$ cat config.mk
export PLATFORM = sky130hd
export DESIGN_NAME = fifo_read_scoreboard
export DESIGN_NICKNAME = d
export VERILOG_FILES = /design/src/rtl/fifo_read_scoreboard.sv
export SDC_FILE = /design/constraint.sdc
export NUM_CORES = 1
export LEC_CHECK = 0
export ABC_AREA = 1
export BUFFER_PORTS_ARGS = -buffer_cell sky130_fd_sc_hd__buf_2
export CORE_MARGIN = 2
export CORE_UTILIZATION = 57
export CTS_BUF_LIST = sky130_fd_sc_hd__clkbuf_8 sky130_fd_sc_hd__clkbuf_16
export DETAILED_ROUTE_END_ITERATION = 8
export GPL_TIMING_DRIVEN = 0
export PLACE_DENSITY = 0.84
export SYNTH_ARGS = -nofsm -noshare
export SYNTH_HDL_FRONTEND = slang
export SYNTH_SLANG_ARGS = --single-unit
$ cat constraint.sdc
create_clock -name clk -period 2.4 [get_ports clk]
set_clock_uncertainty 0.1 [all_clocks]
set_input_delay 0.72 -clock clk [delete_from_list [all_inputs] [get_ports clk]]
set_output_delay 0.72 -clock clk [all_outputs]
set_load 0.005 [all_outputs]
$ cat src/rtl/fifo_read_scoreboard.sv
// Compares each popped word (valid the cycle after the pop) to an incrementing expected value.
module fifo_read_scoreboard #(
  parameter int BITS  = 32,
  parameter int ERR_W = 16
) (
  input  logic             clk,
  input  logic             rst,
  input  logic             clr,
  input  logic             pop,
  input  logic [BITS-1:0]  start_value,
  input  logic [BITS-1:0]  rdata,
  output logic             mismatch,
  output logic [ERR_W-1:0] error_count
);
  logic            chk_v;
  logic [BITS-1:0] exp_q;

  always_ff @(posedge clk) begin
    if (rst) begin
      chk_v       <= 1'b0;
      exp_q       <= '0;
      mismatch    <= 1'b0;
      error_count <= '0;
    end else begin
      chk_v    <= pop;
      mismatch <= 1'b0;
      if (clr) begin
        exp_q       <= start_value;
        error_count <= '0;
      end else if (chk_v) begin
        // expected value advances on every compare so one bad word costs one error
        exp_q <= exp_q + 1'b1;
        if (rdata != exp_q) begin
          mismatch <= 1'b1;
          if (error_count != '1) error_count <= error_count + 1'b1;
        end
      end
    end
  end
endmodule

==> results of run 1 <==
registers in the layout, summed over array words and instances, names as in the netlist:
register     cells
exp_q           32
chk_v            1
mismatch         1
error_count     16
placed cells by master (no fill, tap or decap), types with 2 or more instances in the layout:
cell / n
buf_2: 91
xnor2_1: 29
clkbuf_8: 6
o21ai_0: 5
nor2_1: 66
nand3_1: 28
a22oi_1: 12
inv_2: 2
nor2_2: 6
nand3_2: 3
a31oi_1: 15
nand2_1: 191
clkbuf_1: 13
inv_1: 62
ha_1: 2
nand4_1: 23
nor2_4: 2
nor3_1: 6
a21oi_1: 18
dfxtp_1: 50
xor2_1: 22
buf_6: 2
cells by family after synthesis:
family	Yosys count	synth area share (%)
and+or+nand+nor	330	39.8
adders and majority gates	2	0.696
buffers and inverters	89	10.1
DFF	50	27.9
AOI/OAI and AO/OA	54	9.09
xor gates and xnor gates	51	12.4
power by group through the flow:
stage	registers (mW)	clock network, mW	logic, mW
after floorplan	0.922	0	0.211
after global placement	0.930	0	0.309
after detailed placement	0.932	0	0.319
after CTS	0.913	0.530	0.321
after global routing	0.920	0.559	0.364
final	0.914	0.520	0.320
layer usage:
metal	GRT usage [%]	vias up
met5	0	-
met1	35.1	1729
met4	8.64	0
met3	4.87	25
li1	-	2007
met2	44.5	132
final cells by class:
cell class | instances | area (um^2)
multi-input cells | 437 | 2230
flip-flops and latches | 50 | 1000
repair buffers | 83 | 415
clock inverters | 2 | 8.76
well taps | 75 | 93.8
plain buffers | 25 | 123
clock buffers | 6 | 82.6
inverters | 64 | 240
fillers | 549 | 1800
worst max-delay path: cells and delay by family (launching register included):
| kind | cells | cell delay, ns |
|---|---|---|
| xor gates and xnor gates | 1 | 0.18 |
| DFF | 1 | 0.43 |
| AOI/OAI and AO/OA | 1 | 0.06 |
| and+or+nand+nor | 6 | 0.88 |
| adders and majority gates | 1 | 0.20 |
metrics by stage:
stage	setup slack, ns	hold slack [ns]	instance area (um^2)	instances	utilization [%]
after floorplan	0.535	0.402	3590	576	-
after global placement	0.122	0.426	4100	734	68.5
after detailed placement	0.104	0.435	4100	734	68.5
after CTS	0.420	0.448	4190	742	70.0
after global routing	0.227	0.501	4190	742	70.0
final	0.422	0.444	4190	742	70.0
worst paths after layout:
kind	start	end	cells after the start
hold reg to reg	exp_q[3]	exp_q[3]	2
setup reg to reg	exp_q[0]	exp_q[28]	9
hold / removal	exp_q[3]	exp_q[3]	2
setup / recovery	exp_q[0]	exp_q[28]	9
==> metrics, run 1 <==
leakage=1.91 nW; sequential-to-total area share from yosys stat=27.9%; Netlist cell types=33; crit path cell chain=ha_1 > nand2_1 > nor2_4 > nand3_2 > nor2_1 > nand4_1 > xor2_1 > nand2_1 > a21oi_1; Core Area=5990 um^2; Yosys top cell area share=27.9%; post-CTS setup repair buffer count=0; antenna violations before repair=0; Seq cells post-synth=50; clock sink count=50; CP Max Fanout=5; diode count=0; final setup TNS=0 ns; EDFF count, synth=0; fraction of registers with async set or reset after synthesis=0%; Internal Power=1.24 mW; Layout area overhead=16.7%; # H-tree levels=2; Max-slew headroom=64.7%; Met2 Routed Length=4370 um; all-layer global routing usage=26.8%; Cells after Synth=576; first-pass GRT wire length=15700 um; clk root buf=clkbuf_8; Max Transition Viols Final=0; mean area per synthesized cell=6.24 um^2; count leader, synth=nand2_1; final period utilization=82.4%; GR Overflow Total=0; DIE WIDTH=83.4 um; status=complete, no violations; final hold violation count=0; die area=6960 um^2; maximum clock frequency=506 MHz; Detail Route Antenna Nets=0; aggregate routed wire length=9390 um; Via Count=3893; cell type with the largest total area after synthesis=dfxtp_1; Clock power frac=29.6%; Final Critical Period=1.98 ns; share of cells above drive strength 1=17.7%; RSZ-0062 raised after global routing=false; P per Cell Area=418 nW/um^2; vias in the first global route=3459; CTS tree=done; clk buf depth=2; FP Rows=28; Top Metal Used=met4; dpl hpwl=7250 um; hold buffers post-CTS=0; max cap viols=0; Vias/cell=5.25; Met1 Routed Length=4210 um; sw power=510 uW; PortBufs=83; Area contributors post-synth=dfxtp_1, nand2_1, xnor2_1, nor2_1, inv_1; Post-layout nets=736; Worst Max-Slew Pin Slew=0.529 ns; Tot Pwr=1.75 mW; clock insertion delay at the later pin of the skew report=0.31 ns; DRC=0; Reg2Reg Setup Slack=0.42 ns; DR pass1 iterations=6; Sw Share=29.1%; mapped cell area=3590 um^2; CTS Buf Count=5; Synth Flop Type=dfxtp_1; Syn. warnings=0; critical path startpoint category=flop; CP dominant cell by count=nand2_1; post-synth net total=646; Seq pwr share=52.1%; final setup violating endpoints=0; Iteration-0 DRC Markers=262; largest net degree at the start of global routing=15; Worst path slowest cell=dfxtp_1; cts repair resizes=0; Commonest cells post-synth=nand2_1, nor2_1, inv_1, dfxtp_1, xnor2_1; Combinational Power Share=18.2%; Peak supply drop=0.295 mV; met3 routed WL=594 um; Placer Congestion=0.984; routed length per instance=12.7 um; largest stage delay on the critical path=0.43 ns; WP data arrival=2.06 ns; Top Ports=85; CP endpoint kind=flop; Setup CP Type=flop to flop; initial core utilization=60.0%; worst hold path class=flop to flop; clock transition at the registers of the reported paths=0.09 ns; Die Y=83.4 um; WP data required=2.48 ns
(Power assumes the default switching activity.)
==> run 2, diff against run 1 <==
--- a/config.mk
+++ b/config.mk
@@ -8,11 +8,11 @@
 export ABC_AREA = 1
 export BUFFER_PORTS_ARGS = -buffer_cell sky130_fd_sc_hd__buf_2
 export CORE_MARGIN = 2
-export CORE_UTILIZATION = 57
+export CORE_UTILIZATION = 49
 export CTS_BUF_LIST = sky130_fd_sc_hd__clkbuf_8 sky130_fd_sc_hd__clkbuf_16
 export DETAILED_ROUTE_END_ITERATION = 8
 export GPL_TIMING_DRIVEN = 0
-export PLACE_DENSITY = 0.84
+export PLACE_DENSITY = 0.77
 export SYNTH_ARGS = -nofsm -noshare
 export SYNTH_HDL_FRONTEND = slang
 export SYNTH_SLANG_ARGS = --single-unit
==> constraint.sdc (replaced) <==
create_clock -name clk -period 1.7 [get_ports clk]
set_clock_uncertainty 0.1 [all_clocks]
set_input_delay 0.51 -clock clk [delete_from_list [all_inputs] [get_ports clk]]
set_output_delay 0.51 -clock clk [all_outputs]
set_load 0.005 [all_outputs]
==> run 2 against run 1 <==
- the flow now finishes with violations (setup timing)
- clock power increased by 53%
- routed wire length up 16%
- non-clock buffer count is 29 higher
- register-to-register slack lost 0.50 ns
- largest power group unchanged
- largest cell class unchanged
- sequential power is 42% higher
- critical endpoint is now error_count[1]
- flip-flop and latch count did not move
- highest routed layer unchanged
- final area up 15%
- critical path type unchanged
- via count is 6.8% higher
==> metrics, run 2 (same netlist as run 1, synthesis figures left out) <==
status=complete, but fails checks; failing checks=setup timing; reg2reg end=error_count[1]; leakage=2.14 nW (+12%); Top Ports=85 (unchanged); Placer Congestion=0.965 (-2.0%); RSZ-0062 raised after global routing=true; WP data arrival=1.91 ns (-0.15 ns); die area=8030 um^2 (+16%); final worst slack=-0.0744 ns (-0.496 ns); Setup CP Type=flop to flop; initial core utilization=50.1% (-9.9 points); WP data required=1.83 ns (-0.65 ns); Worst Hold Path EP=chk_v; hold depth=3 (+1); DIE WIDTH=89.6 um (+7.5%); hold buffers post-CTS=0 (unchanged); final hold violation count=0 (unchanged); CTS Buf Count=5 (unchanged); most frequent cells in the layout=nand2_1, buf_2, inv_1; Via Count=4158 (+6.8%); routed length per instance=13.8 um (+8.7%); maximum clock frequency=564 MHz (+11%); Register Area=1050 um^2 (+4.5%); Reg-to-Reg Start=exp_q[14]; final period utilization=104% (+22 points); aggregate routed wire length=10900 um (+16%); all-layer global routing usage=25.5% (-1.3 points); FP Rows=31 (+11%); clk root buf=clkbuf_8; share of cells above drive strength 1=32.6% (+15 points); CP Max Fanout=6 (+1); largest registers=exp_q (32), error_count (16); DR pass1 iterations=6 (unchanged); dpl hpwl=7510 um (+3.6%); diode count=0 (unchanged); beginning of the critical path=exp_q[14]; hold slack=0.277 ns (-0.168 ns); Peak supply drop=0.417 mV (+41%); clock insertion delay at the later pin of the skew report=0.33 ns (+0.02 ns); max cap viols=0 (unchanged); DRC=0 (unchanged); Worst Max-Slew Pin Slew=0.633 ns (+0.104 ns); Core Area=7180 um^2 (+20%); Post-layout nets=765 (+3.9%); FF-to-FF path depth=12 (+3); Most flops, register=exp_q; final setup violating endpoints=15 (+15); Layout area overhead=34.4%; worst hold path class=input pin to flop; Vias/cell=5.23 (-0.31%); most common cell after layout, fill and taps aside=nand2_1; CP endpoint kind=flop; Iteration-0 DRC Markers=265 (+1.1%); Tot Pwr=2.63 mW (+50%); Max Transition Viols Final=0 (unchanged); Reg2Reg Setup Slack=-0.07 ns (-0.50 ns); GR Overflow Total=0 (unchanged); antenna violations before repair=0 (unchanged); clock sink count=50 (unchanged); fillers=636 (+16%); PortBufs=83 (unchanged); clk buf depth=2 (unchanged); first-pass GRT wire length=16300 um (+4.1%); clock transition at the registers of the reported paths=0.11 ns (+0.02 ns); max reg flops=32 (unchanged); Die Y=89.6 um (+7.5%); Multi-input gate area=2500 um^2 (+12%); Max-slew headroom=57.8% (-6.9 points); # H-tree levels=2 (unchanged); Final Critical Period=1.77 ns (-0.204 ns); critical path startpoint category=flop; P per Cell Area=544 nW/um^2 (+30%); largest net degree at the start of global routing=19 (+4); Detail Route Antenna Nets=0 (unchanged); CTS tree=done; vias in the first global route=3710 (+7.3%); Hold Startpoint=pop
## run 2: cell types whose count changed in the layout (fill, tap and decap cells not counted), sizes merged
| cell | before | now |
|---|---|---|
| clkinv | 2 | 1 |
| clkinvlp | 0 | 1 |
| inv | 64 | 65 |
| clkbuf | 19 | 16 |
| buf | 95 | 126 |
## run 2: critical path, stage by stage, from the launching register on
cell and delay [ns]:
dfxtp_1 0.31, buf_4 0.15, xnor2_2 0.12, nand2_1 0.08, nor2_2 0.16, nand2_2 0.09
nor2_4 0.14, nand2_4 0.09, nand3_4 0.13, buf_4 0.13, nand2_1 0.05, nand2_1 0.08
nor2_1 0.05
## run 2: what timing repair did
item / CTS / global route
gates resized for setup: 48 / 75
setup buffers: 19 / 12
endpoints found under the setup margin: 40 / 43
pin swaps: 18 / 38
gates cloned: 1 / 0
## run 2: power by group
part	total (mW)	internal (mW)	switching, mW
sequential	1.30	1.23	0.0750
combinational	0.527	0.250	0.277
clock	0.794	0.309	0.484
## run 2: metal layers
layer | vias up | GRT usage [%] | part of all wire [%]
met3 | 25 | 3.38 | 6.0
met4 | 0 | 7.19 | 2.3
met2 | 157 | 44.5 | 50
li1 | 2069 | - | -
met5 | - | 0 | 0
met1 | 1907 | 33.0 | 42
## run 2: worst max-delay path by stage
stage / to / slack [ns] / depth (start not counted)
5_1_grt: error_count[9] / -0.14 / 12
3_3_place_gp: exp_q[18] / -0.38 / 7
6_report: error_count[1] / -0.07 / 12
2_1_floorplan: error_count[9] / 0.03 / 11
3_5_place_dp: exp_q[16] / -0.37 / 7
4_1_cts: error_count[13] / -0.01 / 11
## run 2: cell type report
type / instances / share of cell area, %
well taps: 99 / 2.56
clock buffers: 5 / 1.42
repair buffers: 114 / 13.9
flip-flops and latches: 50 / 21.7
multi-input cells: 437 / 51.7
clock inverters: 3 / 0.596
inverters: 64 / 5.05
plain buffers: 23 / 3.06
## run 2: stage by stage
stage | instance area [um^2] | worst slack (ns) | std cells | util [%] | setup TNS [ns]
6_report | 4830 | -0.0744 | 795 | 67.3 | -0.469
5_1_grt | 4830 | -0.143 | 795 | 67.3 | -2.54
4_1_cts | 4540 | -0.0118 | 786 | 63.3 | -0.0137
3_5_place_dp | 4130 | -0.373 | 758 | 57.6 | -12.57
3_3_place_gp | 4130 | -0.382 | 758 | 57.6 | -12.24
2_1_floorplan | 3590 | 0.0260 | 576 | - | 0
